**src/rtl/regfile_master.sv**
```systemverilog
// Command-driven sequencer for the 8-entry register file: WRITE/READ/ADD/FLAG over valid/ready.
// Optional one-entry command skid buffer enabled by defining REGFILE_MASTER_SKID_EN.
module regfile_master #(
  parameter int DATA_W = 8,
  parameter int ADDR_W = 3
) (
  input  logic              clock,
  input  logic              resetN,
  input  logic              cmdValid,
  output logic              cmdReady,
  input  logic [1:0]        cmdOp,
  input  logic [ADDR_W-1:0] cmdDst,
  input  logic [ADDR_W-1:0] cmdSrcA,
  input  logic [ADDR_W-1:0] cmdSrcB,
  input  logic [DATA_W-1:0] cmdData,
  output logic              rspValid,
  input  logic              rspReady,
  output logic [DATA_W-1:0] rspA,
  output logic [DATA_W-1:0] rspB,
  output logic              enableWrite,
  output logic [ADDR_W-1:0] registerA,
  output logic [ADDR_W-1:0] registerB,
  output logic [ADDR_W-1:0] registerWrite,
  output logic [DATA_W-1:0] dataIn,
  output logic              flag,
  input  logic [DATA_W-1:0] regA,
  input  logic [DATA_W-1:0] regB,
  input  logic              flagBit
);

  typedef enum logic [1:0] {IDLE, READ, WB, RESP} state_t;

  localparam logic [1:0] OP_WRITE = 2'b00;
  localparam logic [1:0] OP_READ  = 2'b01;
  localparam logic [1:0] OP_ADD   = 2'b10;
  localparam logic [1:0] OP_FLAG  = 2'b11;

  state_t              state, nextState, firstState;
  logic [1:0]          opL;
  logic [ADDR_W-1:0]   dstL;
  logic                carryL;
  logic                accept, done, launch;
  logic [1:0]          lOp;
  logic [ADDR_W-1:0]   lDst, lSrcA, lSrcB;
  logic [DATA_W-1:0]   lData;
  logic [DATA_W:0]     sumFull;

  function automatic logic [DATA_W:0] addWithCarry(input logic [DATA_W-1:0] a,
                                                   input logic [DATA_W-1:0] b);
    return {1'b0, a} + {1'b0, b};
  endfunction

  assign sumFull = addWithCarry(regA, regB);
  assign accept  = cmdValid & cmdReady;
  assign done    = ((state == WB) && (opL == OP_WRITE)) || ((state == RESP) && rspReady);

`ifdef REGFILE_MASTER_SKID_EN
  logic              bufValid, takeCmd;
  logic [1:0]        bufOp;
  logic [ADDR_W-1:0] bufDst, bufSrcA, bufSrcB;
  logic [DATA_W-1:0] bufData;

  // An incoming command launches directly when the FSM is free this edge; otherwise it parks.
  assign cmdReady = ~bufValid;
  assign takeCmd  = accept & ((state == IDLE) | (done & ~bufValid));
  assign launch   = (done & bufValid) | takeCmd;
  assign lOp      = bufValid ? bufOp   : cmdOp;
  assign lDst     = bufValid ? bufDst  : cmdDst;
  assign lSrcA    = bufValid ? bufSrcA : cmdSrcA;
  assign lSrcB    = bufValid ? bufSrcB : cmdSrcB;
  assign lData    = bufValid ? bufData : cmdData;

  always_ff @(posedge clock or negedge resetN) begin
    if (!resetN) begin
      bufValid <= 1'b0;
    end else if (accept && !takeCmd) begin
      bufValid <= 1'b1;
    end else if (done && bufValid) begin
      bufValid <= 1'b0;
    end
  end

  always_ff @(posedge clock) begin
    if (accept && !takeCmd) begin
      bufOp   <= cmdOp;
      bufDst  <= cmdDst;
      bufSrcA <= cmdSrcA;
      bufSrcB <= cmdSrcB;
      bufData <= cmdData;
    end
  end
`else
  assign cmdReady = (state == IDLE);
  assign launch   = accept;
  assign lOp      = cmdOp;
  assign lDst     = cmdDst;
  assign lSrcA    = cmdSrcA;
  assign lSrcB    = cmdSrcB;
  assign lData    = cmdData;
`endif

  assign firstState = (lOp == OP_WRITE) ? WB : READ;

  always_ff @(posedge clock or negedge resetN) begin
    if (!resetN) state <= IDLE;
    else         state <= nextState;
  end

  always_comb begin
    nextState = state;
    case (state)
      IDLE: if (launch) nextState = firstState;
      READ: nextState = (opL == OP_ADD) ? WB : RESP;
      WB: begin
        if (opL != OP_WRITE) nextState = RESP;
        else if (launch)     nextState = firstState;
        else                 nextState = IDLE;
      end
      RESP: if (rspReady) nextState = launch ? firstState : IDLE;
      default: nextState = IDLE;
    endcase
  end

  assign enableWrite = (state == WB);
  assign flag        = (state == WB) && (opL == OP_ADD) && carryL;
  assign rspValid    = (state == RESP);

  // Operands are captured at the end of READ, so an ADD whose dst aliases a source is safe.
  always_ff @(posedge clock or negedge resetN) begin
    if (!resetN) begin
      opL           <= OP_WRITE;
      dstL          <= '0;
      carryL        <= 1'b0;
      registerA     <= '0;
      registerB     <= '0;
      registerWrite <= '0;
      dataIn        <= '0;
      rspA          <= '0;
      rspB          <= '0;
    end else begin
      if (launch) begin
        opL  <= lOp;
        dstL <= lDst;
        if (lOp == OP_WRITE) begin
          registerWrite <= lDst;
          dataIn        <= lData;
        end else begin
          registerA <= lSrcA;
          registerB <= lSrcB;
        end
      end
      if (state == READ) begin
        case (opL)
          OP_READ: begin
            rspA <= regA;
            rspB <= regB;
          end
          OP_FLAG: begin
            rspA <= {{(DATA_W-1){1'b0}}, flagBit};
            rspB <= '0;
          end
          OP_ADD: begin
            registerWrite <= dstL;
            dataIn        <= sumFull[DATA_W-1:0];
            carryL        <= sumFull[DATA_W];
          end
          default: ;
        endcase
      end
      if ((state == WB) && (opL == OP_ADD)) begin
        rspA <= dataIn;
        rspB <= {{(DATA_W-1){1'b0}}, carryL};
      end
    end
  end

endmodule

```
**config.mk**
```make
export PLATFORM = sky130hd
export DESIGN_NAME = regfile_master
export DESIGN_NICKNAME = d
export VERILOG_FILES = /design/src/rtl/regfile_master.sv
export SDC_FILE = /design/constraint.sdc
export NUM_CORES = 1
export LEC_CHECK = 0
export ABC_AREA = 0
export CAP_MARGIN = 10
export CORE_MARGIN = 1.5
export CORE_UTILIZATION = 45
export DETAILED_ROUTE_END_ITERATION = 10
export GPL_TIMING_DRIVEN = 0
export MAX_ROUTING_LAYER = met4
export PLACE_DENSITY = 0.9
export SLEW_MARGIN = 20
export SYNTH_ARGS = -nofsm -noshare
export SYNTH_HDL_FRONTEND = slang
export SYNTH_SLANG_ARGS = --single-unit
```
**constraint.sdc**
```tcl
create_clock -name clock -period 2.27 [get_ports clock]
set_clock_uncertainty 0.2 [all_clocks]
set_input_delay 0.454 -clock clock [delete_from_list [all_inputs] [get_ports clock]]
set_output_delay 0.454 -clock clock [all_outputs]
set_load 0.1 [all_outputs]
```
==> results.md <==
* Drt wl/cell at 17.14 µm
* Gp weighted congestion at slightly above 0.8
* Via density at 5.622
* Final ANT Viol Nets at 0
* GR Overflow Total at 0
* Clock root cell: clkbuf_8
* Cell variety after synth at 44
* Synth area leader: dfrtp_1
* Max Slew Vio Count at 0
* Buffer and inverter count on the worst path at 1
* Drt total wl at 5.948 mm
* CTS Sinks at 41
* Non-filler cells, final at roughly 350
* Layout cells sized above 1 at 0.1365
* Least-Margin Pin Slew at 0.9657 ns
* Gr usage total at 0.2456
* Final setup margin at about 0.045 ns
* Syn Area/Cell at 10.49 µm²
* Synth top area cells: dfrtp_1, mux2i_1, ha_1, nor2_1, a21oi_1
* Core Footprint at around 4700 µm²
* Number of global-route vias before repair at about 2.1k
* Placement Setup Slack at -0.6864 ns
* CTS tree: built
* Layout area overhead at 45.98%
* Full die area at between 5000 and 6000 µm²
* Crit path from: dataIn[7]
* Final setup vio count at 0
* Critical path's slowest cell: dlygate4sd2_1
* Crit-path leading delay family: buffers and inverters
* Final nets at roughly 340
* Initial antenna violation count at 0
* Clock Tree Buf Depth at 2
* Seq/Total Area, Yosys at 0.4748
* Min-Delay Startpoint: registerA[0]
* Yosys reg bits at around 40
* Final HPWL DP at between 4 and 5 mm
* Max Cap Viol at 0
* Setup crit end kind: output pin
* Final core utilization at 0.6768
* Unrepaired setup endpoints after global routing: false
* RR Startpoint: state[1]
* Worst-path cell chain: dlygate4sd2_1
* Fillers at around 370
* Rel. slew slack at 0.3587
* H-tree lvl count at 2
* Via Count at approximately 2k
* Initial drt markers at 87
* IO buf count at 76
* Fmax achieved at about 450 MHz
* CP max stage delay at 0.88 ns
* Mapped Nets at approximately 260
* Status: complete, no violations
* CP required at between 1.5 and 2 ns
* Row count at 25
* Final hold vios at 0
* Initial Util at 0.4636
* Crit path launch type: flip-flop
* Die Width at 72.30 µm
* I/O pin cnt at 77
* CTS buffer count at 5
* Final worst-path cycle share at 0.9803
* Area occupied by multi-input gates at between 1000 and 1500 µm²
* Skew-Pair Late Insertion Delay at around 0.30 ns
* Placed cells at 337
* FF+latch area at around 1000 µm²
* Share of the synthesized area in the top cell type at 0.4748
* Worst-path clk slew at roughly 0.07 ns
* Yosys warns at 0
* Synth Cell Area at ~2200 µm²
* DRT Pass-1 Iters at 4
* Largest net degree at the start of global routing at 29
* Hold WC Path Type: reg2reg
* Synthesized instance count at ~210
* Fin crit period at 2.225 ns
* Inserted Diodes at 0
* WP data arrival at 1.57 ns
* Critical Path Fanout Max at 3
* WS Path Type: reg2out
* First-pass GRT wire length at 9.446 mm
* Die Span Y at 72.30 µm
* Number of remaining DRC errors at 0
## placed cells by master (no fill, tap or decap), types with 2 or more instances in the layout
master / netlist / final
and2_1: 2 / 2
o211ai_1: 2 / 2
clkbuf_8: 0 / 7
mux2i_1: 13 / 13
clkdlybuf4s15_2: 0 / 2
buf_2: 2 / 3
o2111ai_1: 2 / 2
xor2_1: 2 / 2
dlygate4sd2_1: 0 / 33
o22ai_1: 2 / 2
clkdlybuf4s50_1: 0 / 38
ha_1: 8 / 7
a32o_1: 7 / 7
a21oi_1: 16 / 15
o21ai_0: 10 / 10
mux2_1: 7 / 7
mux2_2: 4 / 4
nand2_1: 15 / 15
a21o_1: 2 / 2
clkbuf_1: 5 / 4
dfrtp_1: 41 / 41
inv_1: 4 / 4
buf_4: 1 / 3
buf_12: 0 / 2
nor2_1: 23 / 20
nand3_1: 2 / 2
nor3_1: 10 / 10
a31oi_1: 2 / 2
o21a_1: 2 / 2
nor2_4: 1 / 3
buf_6: 2 / 3
## area by class of cell
class,count,share of cell area
inverter,4,0.004760
buffer,9,0.01944
clock buffer,7,0.03054
clock inverter,1,0.001587
timing repair buffer,80,0.2432
multi-input combinational,151,0.3538
tap,54,0.02142
sequential,41,0.3253
## cell usage after synthesis (all sizes together)
library cell	count
a32o	7
o22ai	2
a21oi	16
nor4b	1
mux2i	13
mux2	11
nand4bb	1
buf	5
a211oi	2
o31ai	1
nand2b	1
and2	2
and4bb	1
nand2	15
o211ai	2
nor2b	1
nand3	2
o2111ai	2
xor2	2
nor3	11
fa	1
o21ai	11
dfrtp	41
a21o	2
clkbuf	5
or3b	2
o21a	2
a31oi	2
inv	4
and4	1
ha	8
xnor2	1
or2	1
nor3b	1
nand3b	1
and3	1
nor2	24
## metal layers
layer | vias up | global-route usage | part of all wire
met3 | 10 | 0.05833 | 0.058
met5 | - | - | 0
li1 | 916 | - | -
met4 | 0 | 0.08386 | 0.013
met1 | 948 | 0.2769 | 0.40
met2 | 77 | 0.4280 | 0.53
## through the flow
stage	cell area, µm²	hold slack (ns)	TNS, ns
2_1_floorplan	2178	-0.04159	0
3_3_place_gp	3007	0.2526	-19.88
3_5_place_dp	3022	0.1740	-3.040
4_1_cts	3128	0.2861	-0.01372
5_1_grt	3154	0.3088	0
6_report	3154	0.2863	0
## sequential cells by signal, summed over array words and instances, names as in the netlist
| signal | count |
|---|---|
| carryL | 1 |
| dataIn | 8 |
| dstL | 3 |
| opL | 2 |
| registerA | 3 |
| registerB | 3 |
| registerWrite | 3 |
| rspA | 8 |
| rspB | 8 |
| state | 2 |
## path summary, 6_finish.rpt
kind	endpoint	slack, ns	depth (start not counted)
max	dataIn[7]	0.04	1
min	registerA[0]	0.29	1
max reg2reg	registerB[0]	0.36	4
min reg2reg	registerA[0]	0.29	1
max in group asynchronous	rspB[7]	1.03	3
min in group asynchronous	registerWrite[0]	0.38	2
## kinds of logic (layout without fill, tap and decap cells)
family          count (synthesis)  in the layout  share of synthesized area
simple gates                   66             66                     0.1598
compound gates                 49             49                     0.1459
flops                          41             41                     0.4748
mux                            24             24                     0.1175
buf+inv                        14            101                    0.03416
fa+ha+maj                       9              9                    0.05559
xor+xnor                        3              3                    0.01216
## timing repair
item	in CTS	in global routing
buffers inserted	0	2
resized for setup	56	6
hold endpoints to repair	13	0
gates cloned	0	0
pin swaps	0	2
endpoints found under the setup margin	40	5
hold buffers	1	0
## worst reg2reg max path, stage by stage, from the launching register on
cell and delay (ns):
dfrtp_1 0.49, or3b_1 0.44, buf_6 0.16, nor2_4 0.17, mux2_1 0.35
Power is not shown: default switching activity piles up to over one toggle a cycle in this logic, so the estimate is an artifact.
